### config.mk
export PLATFORM = sky130hd
export DESIGN_NAME = hasti_arbiter2
export DESIGN_NICKNAME = d
export VERILOG_FILES = /design/src/rtl/hasti_arbiter2_pkg.sv /design/src/rtl/hasti_arb_hold.sv /design/src/rtl/hasti_arbiter2.sv
export SDC_FILE = /design/constraint.sdc
export NUM_CORES = 1
export LEC_CHECK = 0
export CORE_ASPECT_RATIO = 1.25
export CORE_MARGIN = 3
export CORE_UTILIZATION = 39
export CTS_BUF_LIST = sky130_fd_sc_hd__clkbuf_4
export DETAILED_ROUTE_END_ITERATION = 8
export GPL_TIMING_DRIVEN = 0
export PLACE_DENSITY = 0.8
export SLEW_MARGIN = 5
export SYNTH_ARGS = -nofsm -noshare
export SYNTH_HDL_FRONTEND = slang
export SYNTH_HIERARCHICAL = 1
export SYNTH_SLANG_ARGS = --single-unit
### constraint.sdc
create_clock -name hclk -period 2.45 [get_ports hclk]
set_input_delay 0.6125 -clock hclk [delete_from_list [all_inputs] [get_ports hclk]]
set_output_delay 0.6125 -clock hclk [all_outputs]
set_load 0.02 [all_outputs]
### src/rtl/hasti_arbiter2_pkg.sv
// Shared AHB-Lite (HASTI) encodings and arbiter types for the two-master arbiter.
// Address-phase control is carried as one packed struct so the holding registers stay generic.
package hasti_arbiter2_pkg;

  localparam int HASTI_DATA_W = 32;

  typedef enum logic [1:0] {
    HTRANS_IDLE   = 2'b00,
    HTRANS_BUSY   = 2'b01,
    HTRANS_NONSEQ = 2'b10,
    HTRANS_SEQ    = 2'b11
  } htrans_t;

  typedef enum logic {
    HRESP_OKAY  = 1'b0,
    HRESP_ERROR = 1'b1
  } hresp_t;

  typedef enum logic [2:0] {
    HBURST_SINGLE = 3'b000,
    HBURST_INCR   = 3'b001,
    HBURST_WRAP4  = 3'b010,
    HBURST_INCR4  = 3'b011,
    HBURST_WRAP8  = 3'b100,
    HBURST_INCR8  = 3'b101,
    HBURST_WRAP16 = 3'b110,
    HBURST_INCR16 = 3'b111
  } hburst_t;

  typedef enum logic [2:0] {
    HSIZE_B8    = 3'b000,
    HSIZE_B16   = 3'b001,
    HSIZE_B32   = 3'b010,
    HSIZE_B64   = 3'b011,
    HSIZE_B128  = 3'b100,
    HSIZE_B256  = 3'b101,
    HSIZE_B512  = 3'b110,
    HSIZE_B1024 = 3'b111
  } hsize_t;

  typedef enum logic [1:0] {
    OWN_NONE = 2'd0,
    OWN_M0   = 2'd1,
    OWN_M1   = 2'd2
  } owner_t;

  typedef struct packed {
    logic     hwrite;
    hsize_t   hsize;
    hburst_t  hburst;
    logic [3:0] hprot;
    logic     hmastlock;
    htrans_t  htrans;
  } hasti_ctl_t;

  function automatic logic is_live(input htrans_t t);
    return (t == HTRANS_NONSEQ) || (t == HTRANS_SEQ);
  endfunction

endpackage

### src/rtl/hasti_arb_hold.sv
// Per-master holding register: parks a losing address phase and replays it ahead of
// whatever the master is currently driving.
module hasti_arb_hold
  import hasti_arbiter2_pkg::*;
#(
  parameter int ADDR_W = 32
) (
  input  logic              hclk,
  input  logic              hresetn,
  input  logic              load,
  input  logic              clear,
  input  logic [ADDR_W-1:0] live_addr,
  input  hasti_ctl_t        live_ctl,
  output logic              pend_v,
  output logic [ADDR_W-1:0] sel_addr,
  output hasti_ctl_t        sel_ctl
);

  logic              pend_v_r;
  logic [ADDR_W-1:0] pend_addr_r;
  hasti_ctl_t        pend_ctl_r;

  // Capture the parked request on load; drop the valid flag once it has been granted.
  always_ff @(posedge hclk or negedge hresetn) begin
    if (!hresetn) begin
      pend_v_r    <= 1'b0;
      pend_addr_r <= '0;
      pend_ctl_r  <= '0;
    end else if (load) begin
      pend_v_r    <= 1'b1;
      pend_addr_r <= live_addr;
      pend_ctl_r  <= live_ctl;
    end else if (clear) begin
      pend_v_r    <= 1'b0;
    end else begin
      pend_v_r    <= pend_v_r;
    end
  end

  assign pend_v   = pend_v_r;
  assign sel_addr = pend_v_r ? pend_addr_r : live_addr;
  assign sel_ctl  = pend_v_r ? pend_ctl_r  : live_ctl;

endmodule

### src/rtl/hasti_arbiter2.sv
// Two-master to one-slave AHB-Lite arbiter: grants each slave address phase, parks and
// stalls the loser, and steers data/response by the owner of the current data phase.
module hasti_arbiter2
  import hasti_arbiter2_pkg::*;
#(
  parameter int ROUND_ROBIN = 1,
  parameter int ADDR_W      = 32
) (
  input  logic                    hclk,
  input  logic                    hresetn,
  input  logic [ADDR_W-1:0]       m0_haddr,
  input  logic                    m0_hwrite,
  input  logic [2:0]              m0_hsize,
  input  logic [2:0]              m0_hburst,
  input  logic [3:0]              m0_hprot,
  input  logic [1:0]              m0_htrans,
  input  logic                    m0_hmastlock,
  input  logic [HASTI_DATA_W-1:0] m0_hwdata,
  output logic [HASTI_DATA_W-1:0] m0_hrdata,
  output logic                    m0_hready,
  output logic                    m0_hresp,
  input  logic [ADDR_W-1:0]       m1_haddr,
  input  logic                    m1_hwrite,
  input  logic [2:0]              m1_hsize,
  input  logic [2:0]              m1_hburst,
  input  logic [3:0]              m1_hprot,
  input  logic [1:0]              m1_htrans,
  input  logic                    m1_hmastlock,
  input  logic [HASTI_DATA_W-1:0] m1_hwdata,
  output logic [HASTI_DATA_W-1:0] m1_hrdata,
  output logic                    m1_hready,
  output logic                    m1_hresp,
  output logic [ADDR_W-1:0]       s_haddr,
  output logic                    s_hwrite,
  output logic [2:0]              s_hsize,
  output logic [2:0]              s_hburst,
  output logic [3:0]              s_hprot,
  output logic [1:0]              s_htrans,
  output logic                    s_hmastlock,
  output logic [HASTI_DATA_W-1:0] s_hwdata,
  input  logic [HASTI_DATA_W-1:0] s_hrdata,
  input  logic                    s_hready,
  input  logic                    s_hresp
);

  hasti_ctl_t        live_ctl_s [0:1];
  hasti_ctl_t        sel_ctl_s  [0:1];
  logic [ADDR_W-1:0] sel_addr_s [0:1];
  logic [1:0]        pend_v_s;
  logic [1:0]        live_s;
  logic [1:0]        req_s;
  logic [1:0]        load_s;
  logic [1:0]        clear_s;
  logic [1:0]        lose_s;
  owner_t            winner_s;
  owner_t            grant_s;
  owner_t            addr_sel_s;
  hasti_ctl_t        ctl_s;
  logic [ADDR_W-1:0] addr_s;
  owner_t            downer_r;
  owner_t            last_r;
  owner_t            lock_own_r;
  owner_t            sel_r;

  assign live_ctl_s[0] = '{hwrite: m0_hwrite, hsize: hsize_t'(m0_hsize),
                           hburst: hburst_t'(m0_hburst), hprot: m0_hprot,
                           hmastlock: m0_hmastlock, htrans: htrans_t'(m0_htrans)};
  assign live_ctl_s[1] = '{hwrite: m1_hwrite, hsize: hsize_t'(m1_hsize),
                           hburst: hburst_t'(m1_hburst), hprot: m1_hprot,
                           hmastlock: m1_hmastlock, htrans: htrans_t'(m1_htrans)};

  assign live_s[0] = is_live(live_ctl_s[0].htrans);
  assign live_s[1] = is_live(live_ctl_s[1].htrans);
  assign req_s     = pend_v_s | live_s;

  hasti_arb_hold #(.ADDR_W(ADDR_W)) u_hold0 (
    .hclk(hclk), .hresetn(hresetn), .load(load_s[0]), .clear(clear_s[0]),
    .live_addr(m0_haddr), .live_ctl(live_ctl_s[0]), .pend_v(pend_v_s[0]),
    .sel_addr(sel_addr_s[0]), .sel_ctl(sel_ctl_s[0])
  );

  hasti_arb_hold #(.ADDR_W(ADDR_W)) u_hold1 (
    .hclk(hclk), .hresetn(hresetn), .load(load_s[1]), .clear(clear_s[1]),
    .live_addr(m1_haddr), .live_ctl(live_ctl_s[1]), .pend_v(pend_v_s[1]),
    .sel_addr(sel_addr_s[1]), .sel_ctl(sel_ctl_s[1])
  );

  // Winner selection: lock owner first, then a lone requester, then the tie-break.
  always_comb begin
    winner_s = OWN_NONE;
    if ((lock_own_r == OWN_M0) && req_s[0]) begin
      winner_s = OWN_M0;
    end else if ((lock_own_r == OWN_M1) && req_s[1]) begin
      winner_s = OWN_M1;
    end else if (req_s == 2'b11) begin
      winner_s = ((ROUND_ROBIN != 32'sd0) && (last_r == OWN_M0)) ? OWN_M1 : OWN_M0;
    end else if (req_s[0]) begin
      winner_s = OWN_M0;
    end else if (req_s[1]) begin
      winner_s = OWN_M1;
    end else begin
      winner_s = OWN_NONE;
    end
  end

  // Grants exist only while the slave accepts an address and reset is released.
  assign grant_s    = (s_hready && hresetn) ? winner_s : OWN_NONE;
  assign addr_sel_s = (grant_s != OWN_NONE) ? grant_s : sel_r;

  assign clear_s[0] = (grant_s == OWN_M0);
  assign clear_s[1] = (grant_s == OWN_M1);
  assign load_s[0]  = s_hready & live_s[0] & ~pend_v_s[0] & (grant_s != OWN_M0);
  assign load_s[1]  = s_hready & live_s[1] & ~pend_v_s[1] & (grant_s != OWN_M1);
  assign lose_s[0]  = hresetn & live_s[0] & (grant_s != OWN_M0);
  assign lose_s[1]  = hresetn & live_s[1] & (grant_s != OWN_M1);

  // Slave address-phase mux; non-htrans fields keep the last selected master when idle.
  always_comb begin
    case (addr_sel_s)
      OWN_M1: begin
        ctl_s  = sel_ctl_s[1];
        addr_s = sel_addr_s[1];
      end
      default: begin
        ctl_s  = sel_ctl_s[0];
        addr_s = sel_addr_s[0];
      end
    endcase
  end

  assign s_haddr     = addr_s;
  assign s_hwrite    = ctl_s.hwrite;
  assign s_hsize     = ctl_s.hsize;
  assign s_hburst    = ctl_s.hburst;
  assign s_hprot     = ctl_s.hprot;
  assign s_hmastlock = ctl_s.hmastlock;
  assign s_htrans    = (grant_s == OWN_NONE) ? HTRANS_IDLE : ctl_s.htrans;

  // Arbitration state advances only on cycles where the slave completes a transfer.
  always_ff @(posedge hclk or negedge hresetn) begin
    if (!hresetn) begin
      downer_r   <= OWN_NONE;
      last_r     <= OWN_M1;
      lock_own_r <= OWN_NONE;
      sel_r      <= OWN_M0;
    end else if (s_hready) begin
      downer_r   <= grant_s;
      lock_own_r <= ((grant_s != OWN_NONE) && ctl_s.hmastlock) ? grant_s : OWN_NONE;
      if (grant_s != OWN_NONE) begin
        last_r <= grant_s;
        sel_r  <= grant_s;
      end else begin
        last_r <= last_r;
        sel_r  <= sel_r;
      end
    end else begin
      downer_r   <= downer_r;
      last_r     <= last_r;
      lock_own_r <= lock_own_r;
      sel_r      <= sel_r;
    end
  end

  assign m0_hrdata = s_hrdata;
  assign m1_hrdata = s_hrdata;

  // Data-phase steering and per-master stall generation.
  always_comb begin
    case (downer_r)
      OWN_M0:  s_hwdata = m0_hwdata;
      OWN_M1:  s_hwdata = m1_hwdata;
      default: s_hwdata = {HASTI_DATA_W{1'b0}};
    endcase
    m0_hresp = (downer_r == OWN_M0) ? s_hresp : HRESP_OKAY;
    m1_hresp = (downer_r == OWN_M1) ? s_hresp : HRESP_OKAY;
    if (downer_r == OWN_M0) begin
      m0_hready = s_hready;
    end else if (pend_v_s[0] | lose_s[0]) begin
      m0_hready = 1'b0;
    end else begin
      m0_hready = 1'b1;
    end
    if (downer_r == OWN_M1) begin
      m1_hready = s_hready;
    end else if (pend_v_s[1] | lose_s[1]) begin
      m1_hready = 1'b0;
    end else begin
      m1_hready = 1'b1;
    end
  end

endmodule

# After elaboration in Yosys (flattened, before gate mapping)
# Cells that the tools add are included.
# W data, S select, Z words.
[classes]
muxes = 27
n_eq_ne = 15
reduce_logical = 11
bitwise = 15
[ops]
columns = ["cell", "n"]
rows = [
  ["$mux W32", 3],
  ["$pmux W32 S2", 1],
  ["$mux W14", 3],
  ["$mux W2", 10],
  ["$eq A2 B2 Y1 const B", 9],
  ["$and A1 B1 Y1", 10],
  ["$mux W1", 10],
  ["$eq A2 B1 Y1 const B", 4],
  ["$reduce_bool A2 Y1", 3],
  ["$logic_and A1 B1 Y1", 4],
  ["$logic_not A2 Y1", 1],
  ["$logic_or A1 B1 Y1", 2],
  ["$ne A2 B1 Y1 const B", 1],
  ["$ne A2 B2 Y1 const B", 1],
  ["$not A1 Y1", 2],
  ["$or A1 B1 Y1", 2],
  ["$or A2 B2 Y2", 1],
  ["$reduce_and A2 Y1", 1],
]
[totals]
register_bits = 102
out_inout_bits = 146

# Depth between registers and ports, before layout
[logic_depth]
ltp_word = 15
mapped_depth = 9
mapped_depth_nobuf = 7

# Cells and area by module
# The synthesis kept the hierarchy.
[by_module_without_submodules]
columns = ["module", "instances", "area_per_inst_um2", "cells_per_inst"]
rows = [
  ["hasti_arb_hold", 2, 2541.2, 151],
  ["hasti_arbiter2", 1, 2079.5, 245],
]

# Worst setup path before layout
# OpenSTA, ideal clock, no wires.
[synth_path]
kind = "input -> output"
startpoint = "in m0_htrans[1]"
endpoint = "out s_htrans[0]"
setup_slack_ns = -0.046
path_buffers = 1
t_arrival_ns = 1.883
path_stages = 6
required_time_ns = 1.837
cell_sequence = "o211ai_1 -> o32ai_1 -> a21oi_4 -> buf_6 -> mux2i_1 -> a21oi_1"
[synth_between]
elab_chain_cells = 13
[synth_lines]
columns = ["item", "line_no", "rtl"]
rows = [
  ["start: declaration", "hasti_arbiter2.sv:16", "input logic [1:0] m0_htrans,"],
  ["$eq A2 B2 Y1", "hasti_arbiter2_pkg.sv:57", "return (t == HTRANS_NONSEQ) || (t == HTRANS_SEQ);"],
  ["$logic_or A1 B1 Y1 *", "hasti_arbiter2_pkg.sv:57", ""],
  ["$or A2 B2 Y2 *", "hasti_arbiter2.sv:74", "assign req_s = pend_v_s | live_s;"],
  ["$eq A2 B2 Y1 or $mux W2 (tied branches)", "hasti_arbiter2.sv:95, hasti_arbiter2.sv:97", ""],
  ["$mux W2", "hasti_arbiter2.sv:95", "end else if (req_s == 2'b11) begin"],
  ["$mux W2", "hasti_arbiter2.sv:93", "end else if ((lock_own_r == OWN_M1) && req_s[1]) begin"],
  ["$mux W2 *", "hasti_arbiter2.sv:91", "if ((lock_own_r == OWN_M0) && req_s[0]) begin"],
  ["$mux W2 *", "hasti_arbiter2.sv:107", "assign grant_s = (s_hready && hresetn) ? winner_s : OWN_NONE;"],
  ["$reduce_bool A2 Y1", "hasti_arbiter2.sv:108", "assign addr_sel_s = (grant_s != OWN_NONE) ? grant_s : sel_r;"],
  ["$mux W2", "--", ""],
  ["$eq A2 B2 Y1", "hasti_arbiter2.sv:119", "case (addr_sel_s)"],
  ["$mux W14", "hasti_arbiter2.sv:119", ""],
  ["$mux W2 *", "hasti_arbiter2.sv:137", "assign s_htrans = (grant_s == OWN_NONE) ? HTRANS_IDLE : ctl_s.htrans;"],
  ["end: declaration", "hasti_arbiter2.sv:38", "output logic [1:0] s_htrans,"],
]
# Every way passes the cells marked *; elsewhere a longest branch is shown, timed or not.

# Final worst setup path
[layout_path]
startpoint = "reg u_hold0.pend_v_r (netlist: u_hold0/pend_v)"
endpoint = "out s_haddr[0]"
[layout_between]
elab_chain_cells = 10
[layout_lines]
columns = ["item", "line_no", "rtl"]
rows = [
  ["start: declaration", "hasti_arb_hold.sv:19", "logic pend_v_r;"],
  ["start signal: assignment", "hasti_arb_hold.sv:36", "pend_v_r <= pend_v_r;"],
  ["$or A2 B2 Y2", "hasti_arbiter2.sv:74", ""],
  ["$eq A2 B2 Y1 or $mux W2 (tied branches)", "hasti_arbiter2.sv:95, hasti_arbiter2.sv:97", ""],
  ["$mux W2", "hasti_arbiter2.sv:95", ""],
  ["$mux W2", "hasti_arbiter2.sv:93", ""],
  ["$mux W2", "hasti_arbiter2.sv:91", ""],
  ["$mux W2", "hasti_arbiter2.sv:107", ""],
  ["$reduce_bool A2 Y1", "hasti_arbiter2.sv:108", ""],
  ["$mux W2", "--", ""],
  ["$eq A2 B2 Y1", "hasti_arbiter2.sv:119", ""],
  ["$mux W32 *", "hasti_arbiter2.sv:119", ""],
  ["end: declaration", "hasti_arbiter2.sv:33", "output logic [ADDR_W-1:0] s_haddr,"],
]
# Marked as above.

==> results.sh <==
export IMPL_finalCritPeriodShare=1.20
export IMPL_wl_um=23400
export IMPL_p_per_area_nw_per_um2=1150
export IMPL_ios=338
export IMPL_row_count=54
export IMPL_cap_violations=0
export IMPL_coreArea_um2=17800
export IMPL_vdd_drop_max_mv=0.641
export IMPL_worst_pin_slew_ns=0.474
export IMPL_final_cell_mix="clkdlybuf4s50_1 (219), mux2_4 (154), buf_4 (102)"
export IMPL_yosysSeqAreaShare=0.357
export IMPL_max_slew_margin=0.684
export IMPL_die_x_um=127
export IMPL_drv_slew=0
export IMPL_drc=0
export IMPL_rsz0062_at_grt="true"
export IMPL_dr_pass1_iters=4
export IMPL_failed_checks="setup timing"
export IMPL_final_common_cell="clkdlybuf4s50_1"
export IMPL_max_freq_ghz=0.341
export IMPL_status="complete, but fails checks"
export IMPL_synth_top_family_by_area="multiplexers"
export IMPL_area_growth_pct=60.9
export IMPL_dieArea_um2=20000
export IMPL_die_y_um=158
export IMPL_skew_ns=0.0335
export IMPL_dr_first_iter_drc_count=245
export IMPL_drive_above_1_share=0.578
export IMPL_track_usage=0.224
export IMPL_yosysUniqueCellTypes=29
export IMPL_path_class="reg -> out"
export IMPL_synth_mux_area_frac=0.442
export IMPL_leakagePower_nw=5.18
export IMPL_vias_per_cell=5.06
export IMPL_post_place_cells=1077
export IMPL_initial_core_util=0.403
export IMPL_avgSynthCellArea_um2=13.1
export IMPL_synth_simple_area_share=0.0267
export IMPL_postSynthCellCount=547
export IMPL_synthXorXnorAreaFrac=0
export IMPL_grt_pass1_vias=6104
export IMPL_syn_num_nets=741
export IMPL_nets=1091
export IMPL_fin_util=0.648
export IMPL_numCtsBuffers=9
export IMPL_setup_ws_ns=-0.482
export IMPL_ys_warn_count=6
export IMPL_h_tree_depth=3
export IMPL_clk_pin_slew_ns=0.18
export IMPL_port_buffers=305
export IMPL_grt_max_degree=41
export IMPL_vias=5701
export IMPL_cts_sinks=102
export IMPL_cts_root_buf="clkbuf_4"
export IMPL_crit_arrival_ns=2.32
export IMPL_grt_pass1_wl_um=34200
export IMPL_hold_path_class="in -> async"
export IMPL_synthAdderAreaFrac=0.00489
export IMPL_clockBufferDepth=2
export IMPL_min_period_ns=2.93
export IMPL_ys_ff_latch=102
export IMPL_critPathRequiredTime_ns=1.84
export IMPL_hold_viol=0
export IMPL_overflow=0
export IMPL_cts_tree="built"
export IMPL_end_kind="primary output"
export IMPL_finalSetupTns_ns=-23.62
export IMPL_worstSetupStartpointType="register"
export IMPL_insertion_delay_ns=0.49
export IMPL_syn_area_um2=7160
export IMPL_antenna_found_initial=1
export IMPL_wl_per_cell_um=20.8
export IMPL_finalNonFillerCells=1127
export IMPL_synth_compound_area_frac=0.0578
export IMPL_place_detailed_hpwl_um=16700
export IMPL_ant_nets=0
export IMPL_worst_path_max_fanout=6
export IMPL_setup_viol=78
export IMPL_gp_congestion=0.786
[registers in the layout, summed over array words and instances (netlist names)]
register,flops
downer_r,2
u_hold0/pend_addr_r,32
u_hold1/pend_ctl_r,14
u_hold1/pend_addr_r,32
u_hold1/pend_v,1
u_hold0/pend_v,1
last_r,2
u_hold0/pend_ctl_r,14
lock_own_r,2
sel_r,2
[worst max-delay path: stages (launching register included)]
cell and delay [ns]:
dfrtp_2 0.45, o211ai_1 0.17, buf_4 0.17, o32ai_4 0.08
a21oi_4 0.15, buf_12 0.16, buf_6 0.13, mux2_2 0.34
buf_2 0.16
[cells by family (layout without fill, tap and decap cells)]
logic type,after synthesis,after routing
muxes,230,230
buffers and inverters,108,463
DFF,102,102
AOI/OAI and AO/OA,58,58
and+or+nand+nor,46,46
adders and majority gates,3,3
other,0,1
[cell type report]
type / count / area (µm²)
repair buffers: 343 / 3520
clock buffers: 10 / 75.1
plain buffers: 96 / 905
well taps: 224 / 280
fillers: 1338 / 6250
diodes: 1 / 2.50
clock inverters: 6 / 53.8
multi-input cells: 337 / 4100
inverters: 8 / 30.0
flip-flops and latches: 102 / 2560
[report_power, final]
group | internal (mW) | switching [mW] | total (mW)
logic | 5.53 | 3.86 | 9.39
registers | 2.53 | 0.468 | 3.00
clock network | 0.237 | 0.641 | 0.877
total | 8.30 | 4.97 | 13.3
[Yosys cell counts]
library cell  instances  area share
o32ai_1               1      0.0012
o211ai_1              1      0.0010
ha_1                  2      0.0035
dfrtp_1             100        0.35
clkbuf_1             12      0.0063
a21oi_4               1      0.0023
mux2_4              154        0.32
buf_2                 4      0.0028
o211a_1               1      0.0014
maj3_1                1      0.0014
nor3_1                2      0.0014
and2_1                2      0.0017
a21oi_1               7      0.0049
nand3_1               1     0.00070
o21ai_0               7      0.0049
buf_4                64       0.067
dfstp_2               2      0.0073
a21o_1                6      0.0063
mux2_2               74        0.12
o21bai_1              1      0.0010
a22oi_1              32       0.034
buf_6                20       0.031
mux2i_1               2      0.0028
nor2_1               32       0.017
nand2_1               5      0.0026
inv_1                 8      0.0042
nand2b_1              2      0.0017
o2bb2ai_1             1      0.0012
nor2b_1               2      0.0017
[per-stage QoR]
step	power (mW)	instance area (µm²)	setup slack (ns)	hold slack, ns
after global placement	11.2	10500	-5.52	0.457
after floorplan	8.60	7170	0.0397	0.317
after CTS	12.8	11200	-0.503	0.00422
final	13.3	11500	-0.482	0.0423
after detailed placement	11.3	10500	-1.57	0.469
after global routing	14.0	11500	-0.586	0.0140
[metal layers]
layer / wire [µm] / share of wire / track usage / vias to the layer above
met4: 711 / 0.030 / 0.0956 / 0
li1: - / - / - / 2585
met3: 1600 / 0.068 / 0.0496 / 37
met2: 12800 / 0.55 / 0.423 / 258
met1: 8330 / 0.36 / 0.238 / 2821
met5: 0 / 0 / 0 / -
[final timing paths]
| path | start | endpoint | slack, ns | cells past startpoint |
|---|---|---|---|---|
| worst max register to register | last_r[1]$_DFFE_PN1P_ | u_hold0/pend_addr_r[10]$_DFFE_PN0P_ | 0.02 | 9 |
| worst min-delay path | hresetn | u_hold0/pend_ctl_r[12]$_DFFE_PN0P_ | 0.04 | 2 |
| worst max-delay path | u_hold0/pend_v$_DFFE_PN0P_ | s_haddr[0] | -0.48 | 8 |
| worst min register to register | sel_r[1]$_DFFE_PN0P_ | sel_r[1]$_DFFE_PN0P_ | 0.52 | 1 |
| max in group asynchronous | hresetn | u_hold0/pend_v$_DFFE_PN0P_ | 2.04 | 2 |
| min in group hclk | sel_r[1]$_DFFE_PN0P_ | sel_r[1]$_DFFE_PN0P_ | 0.52 | 1 |
[timing repair]
action | 4_1_cts | 5_1_grt
cloned | 6 | 2
hold endpoints to repair | 25 | 0
gates resized for setup | 512 | 78
buffers inserted | 20 | 9
hold buffers | 1 | 0
pin swaps | 17 | 31
setup endpoints to repair | 167 | 164
Note: power is estimated with default switching activity, not from simulation.
